--- config.mk ---
export PLATFORM = sky130hd
export DESIGN_NAME = mem_bus_arbiter_flat
export DESIGN_NICKNAME = d
export VERILOG_FILES = /design/src/rtl/mem_bus_arbiter_pkg.sv /design/src/rtl/mem_bus_arbiter_if.sv /design/src/rtl/mem_bus_arbiter_rr_pick2.sv /design/src/rtl/mem_bus_arbiter.sv /design/src/flat_wrapper.sv
export SDC_FILE = /design/constraint.sdc
export NUM_CORES = 1
export LEC_CHECK = 0
export CAP_MARGIN = 30
export CORE_AREA = 2 2 286 288
export CTS_CLUSTER_DIAMETER = 200
export CTS_CLUSTER_SIZE = 14
export DETAILED_ROUTE_END_ITERATION = 16
export DIE_AREA = 0 0 288 290
export GPL_TIMING_DRIVEN = 0
export HOLD_SLACK_MARGIN = 0.05
export PLACE_DENSITY_LB_ADDON = 0.15
export SLEW_MARGIN = 20
export SYNTH_ARGS = -nofsm -noshare
export SYNTH_HDL_FRONTEND = slang
export SYNTH_SLANG_ARGS = --single-unit
--- constraint.sdc ---
create_clock -name clock -period 1.6 [get_ports clock]
set_clock_uncertainty 0.15 [all_clocks]
set_input_delay 0.24 -clock clock [delete_from_list [all_inputs] [get_ports clock]]
set_output_delay 0.24 -clock clock [all_outputs]
set_load 0.01 [all_outputs]
--- src/rtl/mem_bus_arbiter_pkg.sv ---
// Shared definitions for the main-memory port arbiter: FSM encodings,
// grant identifiers and default bus widths.
package mem_bus_arbiter_pkg;

   localparam int unsigned DEF_ADDR_W  = 28;
   localparam int unsigned DEF_BLOCK_W = 128;

   typedef logic [1:0] arb_state_t;

   localparam arb_state_t IDLE    = 2'd0;
   localparam arb_state_t GRANT_I = 2'd1;
   localparam arb_state_t GRANT_D = 2'd2;

   // last_grant encoding
   localparam logic GNT_I = 1'b0;
   localparam logic GNT_D = 1'b1;

endpackage

--- src/rtl/mem_bus_arbiter_if.sv ---
// Cache-side and memory-side block bus shared by the icache, dcache,
// arbiter and main memory.
interface mem_bus_arbiter_if
   import mem_bus_arbiter_pkg::*;
#(
   parameter int unsigned ADDR_W  = DEF_ADDR_W,
   parameter int unsigned BLOCK_W = DEF_BLOCK_W
);

   logic               i_read;
   logic [ADDR_W-1:0]  i_address;
   logic [BLOCK_W-1:0] i_readdata;
   logic               i_busywait;

   logic               d_read;
   logic               d_write;
   logic [ADDR_W-1:0]  d_address;
   logic [BLOCK_W-1:0] d_writedata;
   logic [BLOCK_W-1:0] d_readdata;
   logic               d_busywait;

   logic               mem_read;
   logic               mem_write;
   logic [ADDR_W-1:0]  mem_address;
   logic [BLOCK_W-1:0] mem_writedata;
   logic [BLOCK_W-1:0] mem_readdata;
   logic               mem_busywait;

   // arbiter view
   modport master (
      input  i_read, i_address, d_read, d_write, d_address, d_writedata,
             mem_readdata, mem_busywait,
      output i_readdata, i_busywait, d_readdata, d_busywait,
             mem_read, mem_write, mem_address, mem_writedata
   );

   // caches + memory view
   modport slave (
      output i_read, i_address, d_read, d_write, d_address, d_writedata,
             mem_readdata, mem_busywait,
      input  i_readdata, i_busywait, d_readdata, d_busywait,
             mem_read, mem_write, mem_address, mem_writedata
   );

endinterface

--- src/rtl/mem_bus_arbiter_rr_pick2.sv ---
// Combinational two-way picker: bit 0 = icache, bit 1 = dcache.
// On a tie, alternates against last_grant or always favours the dcache.
module rr_pick2
   import mem_bus_arbiter_pkg::*;
(
   input  logic [1:0] req,
   input  logic       last_grant,
   input  logic       round_robin,
   output logic [1:0] gnt
);

   always_comb begin
      gnt = '0;
      if (req == 2'b11) begin
         if (round_robin && (last_grant == GNT_D)) begin
            gnt = 2'b01;
         end else begin
            gnt = 2'b10;
         end
      end else begin
         gnt = req;
      end
   end

endmodule

--- src/rtl/mem_bus_arbiter.sv ---
// Serialises icache reads and dcache reads/writebacks onto the single
// main-memory block port and generates per-requester busywait.
module mem_bus_arbiter
   import mem_bus_arbiter_pkg::*;
#(
   parameter int unsigned ADDR_W      = DEF_ADDR_W,
   parameter int unsigned BLOCK_W     = DEF_BLOCK_W,
   parameter int unsigned ROUND_ROBIN = 1
) (
   input  logic                 clock,
   input  logic                 reset,
   mem_bus_arbiter_if.master    bus
);

   arb_state_t         state, state_nxt;
   logic               last_grant, last_grant_nxt;
   logic               wait_seen, wait_seen_nxt;
   logic               i_req, d_req, done;
   logic [1:0]         pick;
   logic [ADDR_W-1:0]  addr_mux;
   logic [BLOCK_W-1:0] wdata_mux;

   assign i_req = bus.i_read;
   assign d_req = bus.d_read | bus.d_write;

   // Memory may hold busywait low for a few cycles after the strobe, so
   // completion needs a busy phase to have been observed first.
   assign done = wait_seen & ~bus.mem_busywait;

   rr_pick2 u_pick (
      .req         ({d_req, i_req}),
      .last_grant  (last_grant),
      .round_robin (ROUND_ROBIN != 0),
      .gnt         (pick)
   );

   always_comb begin
      state_nxt      = state;
      last_grant_nxt = last_grant;
      wait_seen_nxt  = wait_seen;
      unique case (state)
         IDLE: begin
            wait_seen_nxt = 1'b0;
            if (pick[0]) begin
               state_nxt      = GRANT_I;
               last_grant_nxt = GNT_I;
            end else if (pick[1]) begin
               state_nxt      = GRANT_D;
               last_grant_nxt = GNT_D;
            end
         end
         GRANT_I, GRANT_D: begin
            if (done) begin
               state_nxt     = IDLE;
               wait_seen_nxt = 1'b0;
            end else if (bus.mem_busywait) begin
               wait_seen_nxt = 1'b1;
            end
         end
         default: begin
            state_nxt     = IDLE;
            wait_seen_nxt = 1'b0;
         end
      endcase
   end

   always_ff @(posedge clock or posedge reset) begin
      if (reset) begin
         state      <= IDLE;
         last_grant <= GNT_D;
         wait_seen  <= 1'b0;
      end else begin
         state      <= state_nxt;
         last_grant <= last_grant_nxt;
         wait_seen  <= wait_seen_nxt;
      end
   end

   // Outputs are forced low while reset is high so they clear the same cycle.
   always_comb begin
      bus.mem_read   = 1'b0;
      bus.mem_write  = 1'b0;
      bus.i_busywait = 1'b0;
      bus.d_busywait = 1'b0;
      addr_mux       = '0;
      wdata_mux      = '0;
      if (!reset) begin
         unique case (state)
            IDLE: begin
               bus.i_busywait = i_req;
               bus.d_busywait = d_req;
            end
            GRANT_I: begin
               bus.mem_read   = bus.i_read & ~done;
               addr_mux       = bus.i_address;
               bus.i_busywait = ~done;
               bus.d_busywait = d_req;
            end
            GRANT_D: begin
               // write wins when both strobes are up; the read is reissued later
               bus.mem_write  = bus.d_write & ~done;
               bus.mem_read   = bus.d_read & ~bus.d_write & ~done;
               addr_mux       = bus.d_address;
               wdata_mux      = bus.d_writedata;
               bus.d_busywait = ~done;
               bus.i_busywait = i_req;
            end
            default: begin
               bus.i_busywait = 1'b0;
               bus.d_busywait = 1'b0;
            end
         endcase
      end
   end

   assign bus.mem_address   = addr_mux;
   assign bus.mem_writedata = wdata_mux;
   assign bus.i_readdata    = bus.mem_readdata;
   assign bus.d_readdata    = bus.mem_readdata;

endmodule

--- src/flat_wrapper.sv ---
// flat-port wrapper written by rule: the top's interface ports become plain ports
module mem_bus_arbiter_flat import mem_bus_arbiter_pkg::*;
#(
   parameter int unsigned ADDR_W      = DEF_ADDR_W,
   parameter int unsigned BLOCK_W     = DEF_BLOCK_W,
   parameter int unsigned ROUND_ROBIN = 1
)
  (clock, reset, bus_i_read, bus_i_address, bus_d_read, bus_d_write, bus_d_address, bus_d_writedata, bus_mem_readdata, bus_mem_busywait, bus_i_readdata, bus_i_busywait, bus_d_readdata, bus_d_busywait, bus_mem_read, bus_mem_write, bus_mem_address, bus_mem_writedata);
  mem_bus_arbiter_if #(.ADDR_W(ADDR_W), .BLOCK_W(BLOCK_W)) bus_i ();
  input  logic clock;
  input  logic reset;
  input wire logic [$bits(bus_i.i_read)-1:0] bus_i_read;
  input wire logic [$bits(bus_i.i_address)-1:0] bus_i_address;
  input wire logic [$bits(bus_i.d_read)-1:0] bus_d_read;
  input wire logic [$bits(bus_i.d_write)-1:0] bus_d_write;
  input wire logic [$bits(bus_i.d_address)-1:0] bus_d_address;
  input wire logic [$bits(bus_i.d_writedata)-1:0] bus_d_writedata;
  input wire logic [$bits(bus_i.mem_readdata)-1:0] bus_mem_readdata;
  input wire logic [$bits(bus_i.mem_busywait)-1:0] bus_mem_busywait;
  output wire logic [$bits(bus_i.i_readdata)-1:0] bus_i_readdata;
  output wire logic [$bits(bus_i.i_busywait)-1:0] bus_i_busywait;
  output wire logic [$bits(bus_i.d_readdata)-1:0] bus_d_readdata;
  output wire logic [$bits(bus_i.d_busywait)-1:0] bus_d_busywait;
  output wire logic [$bits(bus_i.mem_read)-1:0] bus_mem_read;
  output wire logic [$bits(bus_i.mem_write)-1:0] bus_mem_write;
  output wire logic [$bits(bus_i.mem_address)-1:0] bus_mem_address;
  output wire logic [$bits(bus_i.mem_writedata)-1:0] bus_mem_writedata;
  assign bus_i.i_read = bus_i_read;
  assign bus_i.i_address = bus_i_address;
  assign bus_i.d_read = bus_d_read;
  assign bus_i.d_write = bus_d_write;
  assign bus_i.d_address = bus_d_address;
  assign bus_i.d_writedata = bus_d_writedata;
  assign bus_i.mem_readdata = bus_mem_readdata;
  assign bus_i.mem_busywait = bus_mem_busywait;
  assign bus_i_readdata = bus_i.i_readdata;
  assign bus_i_busywait = bus_i.i_busywait;
  assign bus_d_readdata = bus_i.d_readdata;
  assign bus_d_busywait = bus_i.d_busywait;
  assign bus_mem_read = bus_i.mem_read;
  assign bus_mem_write = bus_i.mem_write;
  assign bus_mem_address = bus_i.mem_address;
  assign bus_mem_writedata = bus_i.mem_writedata;
  mem_bus_arbiter #(.ADDR_W(ADDR_W), .BLOCK_W(BLOCK_W), .ROUND_ROBIN(ROUND_ROBIN)) u_core (.clock(clock), .reset(reset), .bus(bus_i));
endmodule
* Word level (Yosys, flattened, before mapping)
Cells that the tools add are included.
** Operators by class
- Eq/ne operators :: 6
- Mux-type cells :: 23
- Bitwise operators :: 9
- Reductions and logical operators :: 7
** Operators by type and width (number)
- $mux W128 :: 2
- $pmux W28 S2 :: 1
- $mux W28 :: 1
- $mux W1 :: 10
- $mux W2 :: 5
- $pmux W1 S2 :: 3
- $reduce_or A2 Y1 :: 3
- $and A1 B1 Y1 :: 5
- $eq A2 B2 Y1 const B :: 2
- $pmux W2 S2 :: 1
- $reduce_and A2 Y1 :: 2
- $ne A3 B1 Y1 const B :: 1
- $ne A3 B2 Y1 const B :: 1
- $not A1 Y1 :: 3
- $eq A2 B1 Y1 const B :: 1
- $logic_not A2 Y1 :: 1
- $ne A2 B1 Y1 const B :: 1
- $reduce_bool A2 Y1 :: 1
- $or A1 B1 Y1 :: 1
** Storage, ports and cells
- Input bits :: 318
- Word-level logic and storage cells :: 48
- Bits in registers :: 4
- Output and inout port bits :: 416

* Longest topological paths before layout
Gate-level depths: netlist (run 1).
- Depth in word-level cells :: 6
- Depth in mapped cells :: 6
- Mapped depth without buffers :: 5

* Modules after synthesis
A second synthesis (run 1) with hierarchy kept.
** Second synthesis, totals
- Cell total of the unflattened synthesis :: 508
- Area total of the unflattened synthesis :: 3532.1 µm²
** By module, submodules not included
- mem_bus_arbiter :: instances 1, cells an instance 504, area an instance 3510.9 µm², sequential area each 101.3 µm²
- rr_pick2 :: instances 1, cells an instance 4, area an instance 21.3 µm², sequential area each 0.0 µm²

* Worst setup path after synthesis (run 1)
OpenSTA, ideal clock, no wires.
- Path type :: register to output
- From :: register u_core.state[0]
- To :: output port bus_mem_read
- Path buffers :: 0
- Data arrival time :: 1.527 ns
- Path slack :: -0.317 ns
- Required time :: 1.210 ns
- Cell stages (with the launch flop) :: 5
- Path through :: dfrtp_1 > inv_1 > ha_1 > inv_1 > a2111oi_0
** On the way
- Longest elaborated chain between the ends :: 3
- Elaborated cells on any way between the ends :: 4
- Classes of those cells :: 2 x eq/ne; 2 x mux
** Ends and longest elaborated chain
- from (decl) :: line mem_bus_arbiter.sv:15 : arb_state_t state, state_nxt;
- from (signal assigned) :: line mem_bus_arbiter.sv:73 : state <= state_nxt;
- $eq A2 B2 Y1 / $eq A2 B1 Y1 (equally long branches) :: line mem_bus_arbiter.sv:88 : unique case (state)
- $pmux W1 S2 * :: line mem_bus_arbiter.sv:88
- $mux W1 * :: line mem_bus_arbiter.sv:87 : if (!reset) begin
- to (decl) :: line flat_wrapper.sv:24 : output wire logic [$bits(bus_i.mem_read)-1:0] bus_mem_read;
Every way passes the cells marked *; elsewhere a longest branch is shown, timed or not.

* Worst setup path in the final report (run 1)
- From :: register u_core.state[1]
- To :: output port bus_mem_writedata[75]
** On the way
- Longest elaborated chain between the ends :: 3
** Ends and longest elaborated chain
- $eq A2 B2 Y1 :: line mem_bus_arbiter.sv:88
- $mux W128 :: line mem_bus_arbiter.sv:88
- $mux W128 :: line mem_bus_arbiter.sv:87
- to (decl) :: line flat_wrapper.sv:27 : output wire logic [$bits(bus_i.mem_writedata)-1:0] bus_mem_writedata;
Every way passes these cells.

==> flow_metrics.tcl, run 1 <==
set metrics [dict create \
    ir_drop_mv 0.278 \
    worst_setup_path_end_kind "primary output" \
    grt_setup_unrepaired "yes" \
    worstPathMaxFanout 10 \
    utilization 0.153 \
    final_common_cell "clkdlybuf4s50_1" \
    r2r-start "u_core.state[1]" \
    yosys_warnings 0 \
    finalHoldViolations 0 \
    crit_buf_inv 5 \
    start_kind "flop" \
    most-common-layout-cells "clkdlybuf4s50_1, buf_4, buf_6" \
    dieArea_um2 83500 \
    grt_overflow 0 \
    status "finished, violations left" \
    post_dp_cell_area_um2 11100 \
    holdCritPathClass "in2async" \
    antenna_found_initial 1 \
    grt_usage 0.0629 \
    grt_pass1_wl_um 38700 \
    syn_area_um2 3480 \
    required_ps 1210 \
    rows 104 \
    place_ws_ps -1270 \
    r2r_setup_slack_ps -30 \
    fmax_ghz 0.452 \
    synth_simple_gate_area_frac 0.282 \
    path_cells "ha_4, nor2b_4, buf_12, buf_12, buf_16, clkbuf_16, and2_1, buf_2" \
    fin_ws_ps -614 \
    ys_types 28 \
    synth_seq_cells 4 \
    tritoncts "built" \
    grt_pass1_vias 5333 \
    insertion_delay_ps 230 \
    fp.dieH_um 290 \
    p_per_area_nw_per_um2 662 \
    gp_congestion 0.788 \
    synth_area_per_cell_um2 6.95 \
    p_leak_nw 5.17 \
    clk_pin_slew_ps 30 \
    firstDrtPassIters 4 \
    drive_gt1_frac 0.544 \
    critical_path.max_stage_delay_ps 410 \
    numClockSinks 4 \
    vias_per_cell 2.43 \
    synth_xor_area_frac 0 \
    dp_hpwl_um 26000 \
    synth_nets 823 \
    setup_viol 162 \
    area_growth_pct 251 \
    fillers 9139 \
    io_pins 734 \
    period_share 1.38 \
    core_area_um2 80200 \
    critPathKind "reg2out" \
    slew_headroom 0.710 \
    cts_root_buf "clkbuf_16" \
    h-tree-depth 1 \
    die-width_um 288 \
    finalInstanceArea_um2 12200 \
    vias 5367 \
    nets 1474 \
    cp-startpoint "u_core.state[1]" \
    grt_max_degree 12 \
    crit_top_cell "buf_12" \
    wl_um 30000 \
    synth_top_family_by_area "buffers and inverters" \
    cts_buffers 3 \
    drv_slew 0 \
    first_iter_violations 83 \
    synth-compound-area-share 0.0873 \
    slowest_stage "dfrtp_2" \
    ys_seq_area_frac 0.0291 \
    holdWs_ps 103 \
    crit_arrival_ps 1820 \
    ant_nets 0 \
    start_util 0.0434 \
    period_needed_ps 2210 \
    routedWlPerCell_um 13.6 \
    synthAdderAreaFrac 0.0144 \
    cap_violations 0 \
    crit_family "buffers and inverters" \
    synthMuxAreaShare 0 \
    clockBufferDepth 2 \
    syn_inst 501 \
    violations "negative setup slack" \
    io_buffers 605 \
    tightestPinTransition_ps 435 \
    fin_tns_setup_ps -79800 \
    drc 0 \
]
## cell usage after synthesis (all sizes together)
cell type	number	area share
buf	263	0.56
and2	129	0.23
a22oi	30	0.065
nor2	29	0.031
clkbuf	15	0.020
ha	4	0.014
inv	4	0.0043
dfrtp	3	0.022
nand2	3	0.0040
o21ai	3	0.0043
a211oi	2	0.0043
a21oi	2	0.0029
nand2b	2	0.0036
nor2b	2	0.0043
a2111oi	1	0.0025
a31oi	1	0.0018
and3	1	0.0018
dfstp	1	0.0075
nand3b	1	0.0022
nor3	1	0.0014
o211a	1	0.0029
o21bai	1	0.0022
o22ai	1	0.0018
or2	1	0.0018
## final timing paths
check                                         to  cells past startpoint
max reg2reg                      u_core.state[1]                      7
min in group clock             u_core.last_grant                      2
min reg2reg                    u_core.last_grant                      2
min                              u_core.state[0]                      2
max in group asynchronous      u_core.last_grant                      2
max                        bus_mem_writedata[75]                      8
## metrics by stage
stage,instances,total power [mW]
after floorplan,501,2.76
after global placement,2166,5.83
after detailed placement,2166,5.76
after CTS,2191,7.09
after global routing,2212,8.61
final,2212,8.10
## metal layers
metal,global-route usage,share of wire
met2,0.139,0.60
met3,0.0135,0.080
met4,0.00771,0.010
met5,0,0
met1,0.0569,0.31
## cell type report
cell class	count	area (um2)	area share
repair buffers	647	6580	0.538
plain buffers	276	2280	0.186
multi-input cells	216	1840	0.151
well taps	1060	1330	0.108
flip-flops and latches	4	103	0.00839
clock buffers	4	78.8	0.00644
inverters	4	20.0	0.00164
diodes	1	2.50	0.000205
## state kept, by name (all words and copies together), names as in the netlist
register	cells
u_core.last_grant	1
u_core.wait_seen	1
u_core.state	2
## worst reg2reg max path: cells and delay by family (launching register included)
kind,cells,cell delay (ps)
adder cells (fa/ha/maj),1,220
flip-flops,1,410
buffers and inverters,4,450
AO/OA/AOI/OAI,2,320
## repair_timing
action | 4_1_cts | 5_1_grt
pin swaps | 58 | 35
cloned | 9 | 5
gates resized for setup | 724 | 192
hold buffers | 0 | 0
setup buffers | 13 | 16
endpoints found under the setup margin | 161 | 162
## cell families after synthesis
family	after synthesis
adders and majority gates	4
DFF	4
and+or+nand+nor	169
buffers and inverters	282
AOI/OAI and AO/OA	42
## where the power goes
part	switching, mW	leakage [nW]	internal [mW]	total, mW
sequential	0.0302	0.0479	0.158	0.188
clock	0.0741	0.0382	0.329	0.403
combinational	2.96	5.09	4.55	7.51
Note: power is estimated with default switching activity, not from simulation.
==> inputs of run 2 (changes only) <==
SETUP_SLACK_MARGIN = 0.2   (was default)
==> run 2 against run 1 <==
The flow still finishes with violations (negative setup slack); fmax barely moved; clock power rose by 2%; combinational power rose by 16%; worst setup slack improved by 1.2 ps; critical path depth did not move; worst hold slack improved by 30 ps; largest power group unchanged; core utilization rose by 0.79 points.
==> flow_metrics.tcl, run 2 (same netlist as run 1, synthesis figures left out) <==
set metrics [dict create \
    status "finished, violations left" \
    violations "negative setup slack" \
    p_leak_nw 5.40 \
    r2r_setup_slack_ps -40 \
    nets 1492 \
    crit_arrival_ps 1820 \
    wl_um 32700 \
    largest_reg_flops 2 \
    diodes 0 \
    place_ws_ps -1550 \
    required_ps 1210 \
    cp-startpoint "u_core.state[0]" \
    gp_congestion 0.777 \
    grt_overflow 0 \
    insertion_delay_ps 230 \
    tightestPinTransition_ps 398 \
    reg2reg_to "u_core.state[1]" \
    switching_power_mw 3.51 \
    grt_setup_unrepaired "yes" \
    finalHoldViolations 0 \
    vias 5383 \
    p_int_mw 5.82 \
    first_iter_violations 74 \
    multi_input_area_um2 2040 \
    most-common-layout-cells "clkdlybuf4s50_1, buf_4, buf_6" \
    routedWlPerCell_um 14.7 \
    grt_max_degree 11 \
    worstRegToRegCells 7 \
    dp_hpwl_um 27700 \
    cts_root_buf "clkbuf_16" \
    clockBufferDepth 2 \
    r2r-start "u_core.state[1]" \
    vias_per_cell 2.41 \
    p_per_area_nw_per_um2 725 \
    io_pins 734 \
    clkPwrFrac 0.044 \
    fillers 9080 \
    p_seq_frac 0.021 \
    cts_buffers 3 \
    period_needed_ps 2210 \
    numClockSinks 4 \
    critPathKind "reg2out" \
    period_share 1.38 \
    slew_headroom 0.735 \
    worst_setup_path_end_kind "primary output" \
    fmax_ghz 0.452 \
    core_area_um2 80200 \
    final_common_cell "clkdlybuf4s50_1" \
    start_kind "flop" \
    firstDrtPassIters 4 \
    fin_ws_ps -612 \
    drv_slew 0 \
    grt_pass1_wl_um 43500 \
    drive_gt1_frac 0.583 \
    biggestRegsByFlops "u_core.state (2), u_core.last_grant (1), u_core.wait_seen (1)" \
    grt_usage 0.0716 \
    tritoncts "built" \
    p_sw_frac 0.376 \
    clk_pin_slew_ps 30 \
    holdWs_ps 133 \
    h-tree-depth 1 \
    fp.dieH_um 290 \
    grt_pass1_vias 5795 \
    dieArea_um2 83500 \
    worstPathMaxFanout 6 \
    seq_area_um2 103 \
    dpl.cell_count 2166 \
    pwr-share-comb 0.935 \
    holdCritPathClass "in2async" \
    final_cells 2229 \
    antenna_found_initial 0 \
    ir_drop_mv 0.431 \
    die-width_um 288 \
    largest_register "u_core.state" \
    finalInstanceArea_um2 12900 \
    start_util 0.0434 \
    post_dp_cell_area_um2 11300 \
    drc 0 \
    ant_nets 0 \
    rows 104 \
    setup_viol 161 \
    area_growth_pct 269 \
    io_buffers 605 \
    cap_violations 0 \
]
-- run 2: cell count changes in the layout (fill, tap and decap cells not counted), moves of 6 or more --
cell	before	now
buf_6	106	143
a22oi_1	15	0
a22oi_2	15	30
clkdlybuf4s15_2	14	0
nor2_4	7	19
buf_2	40	29
and2_1	30	21
and2_4	99	108
buf_8	12	20
clkbuf_2	7	0
nor2_1	12	6
nor2_2	10	4
-- run 2: area by class of cell --
cell class / instances / area share
clock buffers: 4 / 0.00613
well taps: 1060 / 0.103
repair buffers: 664 / 0.538
inverters: 4 / 0.00156
multi-input cells: 216 / 0.159
flip-flops and latches: 4 / 0.00797
plain buffers: 277 / 0.184
-- run 2: worst max-delay path by stage --
stage	endpoint	slack, ps	cells after the start
CTS	bus_mem_writedata[19]	-650	8
finish	bus_mem_writedata[54]	-610	8
global route	bus_mem_writedata[20]	-670	9
floorplan	bus_mem_writedata[36]	-50	6
detailed placement	bus_mem_writedata[45]	-1550	6
global placement	bus_mem_writedata[54]	-1540	6
-- run 2: routing by layer --
layer  vias to the layer above  share of wire  track usage
li1                       2658              -            -
met1                      2435           0.34       0.0708
met2                       286           0.58        0.153
met3                         4          0.079       0.0152
met4                         0         0.0024      0.00518
met5                         -              0            0
-- run 2: repair_timing --
action                                  in CTS  in global routing
cloned                                      16                  5
resized for setup                          930                 93
hold endpoints to repair                     0                  0
hold buffers                                 0                  0
setup buffers                               34                  5
endpoints found under the setup margin     162                163
pin swaps                                  108                 46
-- run 2: critical path, cell delays in order, from the launching register on --
cell and delay, ps:
dfrtp_1 390, inv_2 90, ha_4 150, nor2b_4 150, buf_12 170, buf_16 160
clkbuf_16 160, and2_4 190, buf_6 110
-- run 2: power groups by stage --
stage	clock (mW)	sequential (mW)	combinational, mW
2_1_floorplan	0	0.188	2.96
3_3_place_gp	0	0.195	6.10
3_5_place_dp	0	0.198	6.04
4_1_cts	0.417	0.193	8.34
5_1_grt	0.429	0.198	9.33
6_report	0.411	0.194	8.73
-- run 2: metrics by stage --
stage           util  power, mW  setup TNS (ps)
2_1_floorplan      -       3.15           -4230
3_3_place_gp   0.141       6.29         -190280
3_5_place_dp   0.141       6.24         -187060
4_1_cts        0.155       8.95          -83530
5_1_grt        0.161       9.96          -91780
6_report       0.161       9.33          -80270
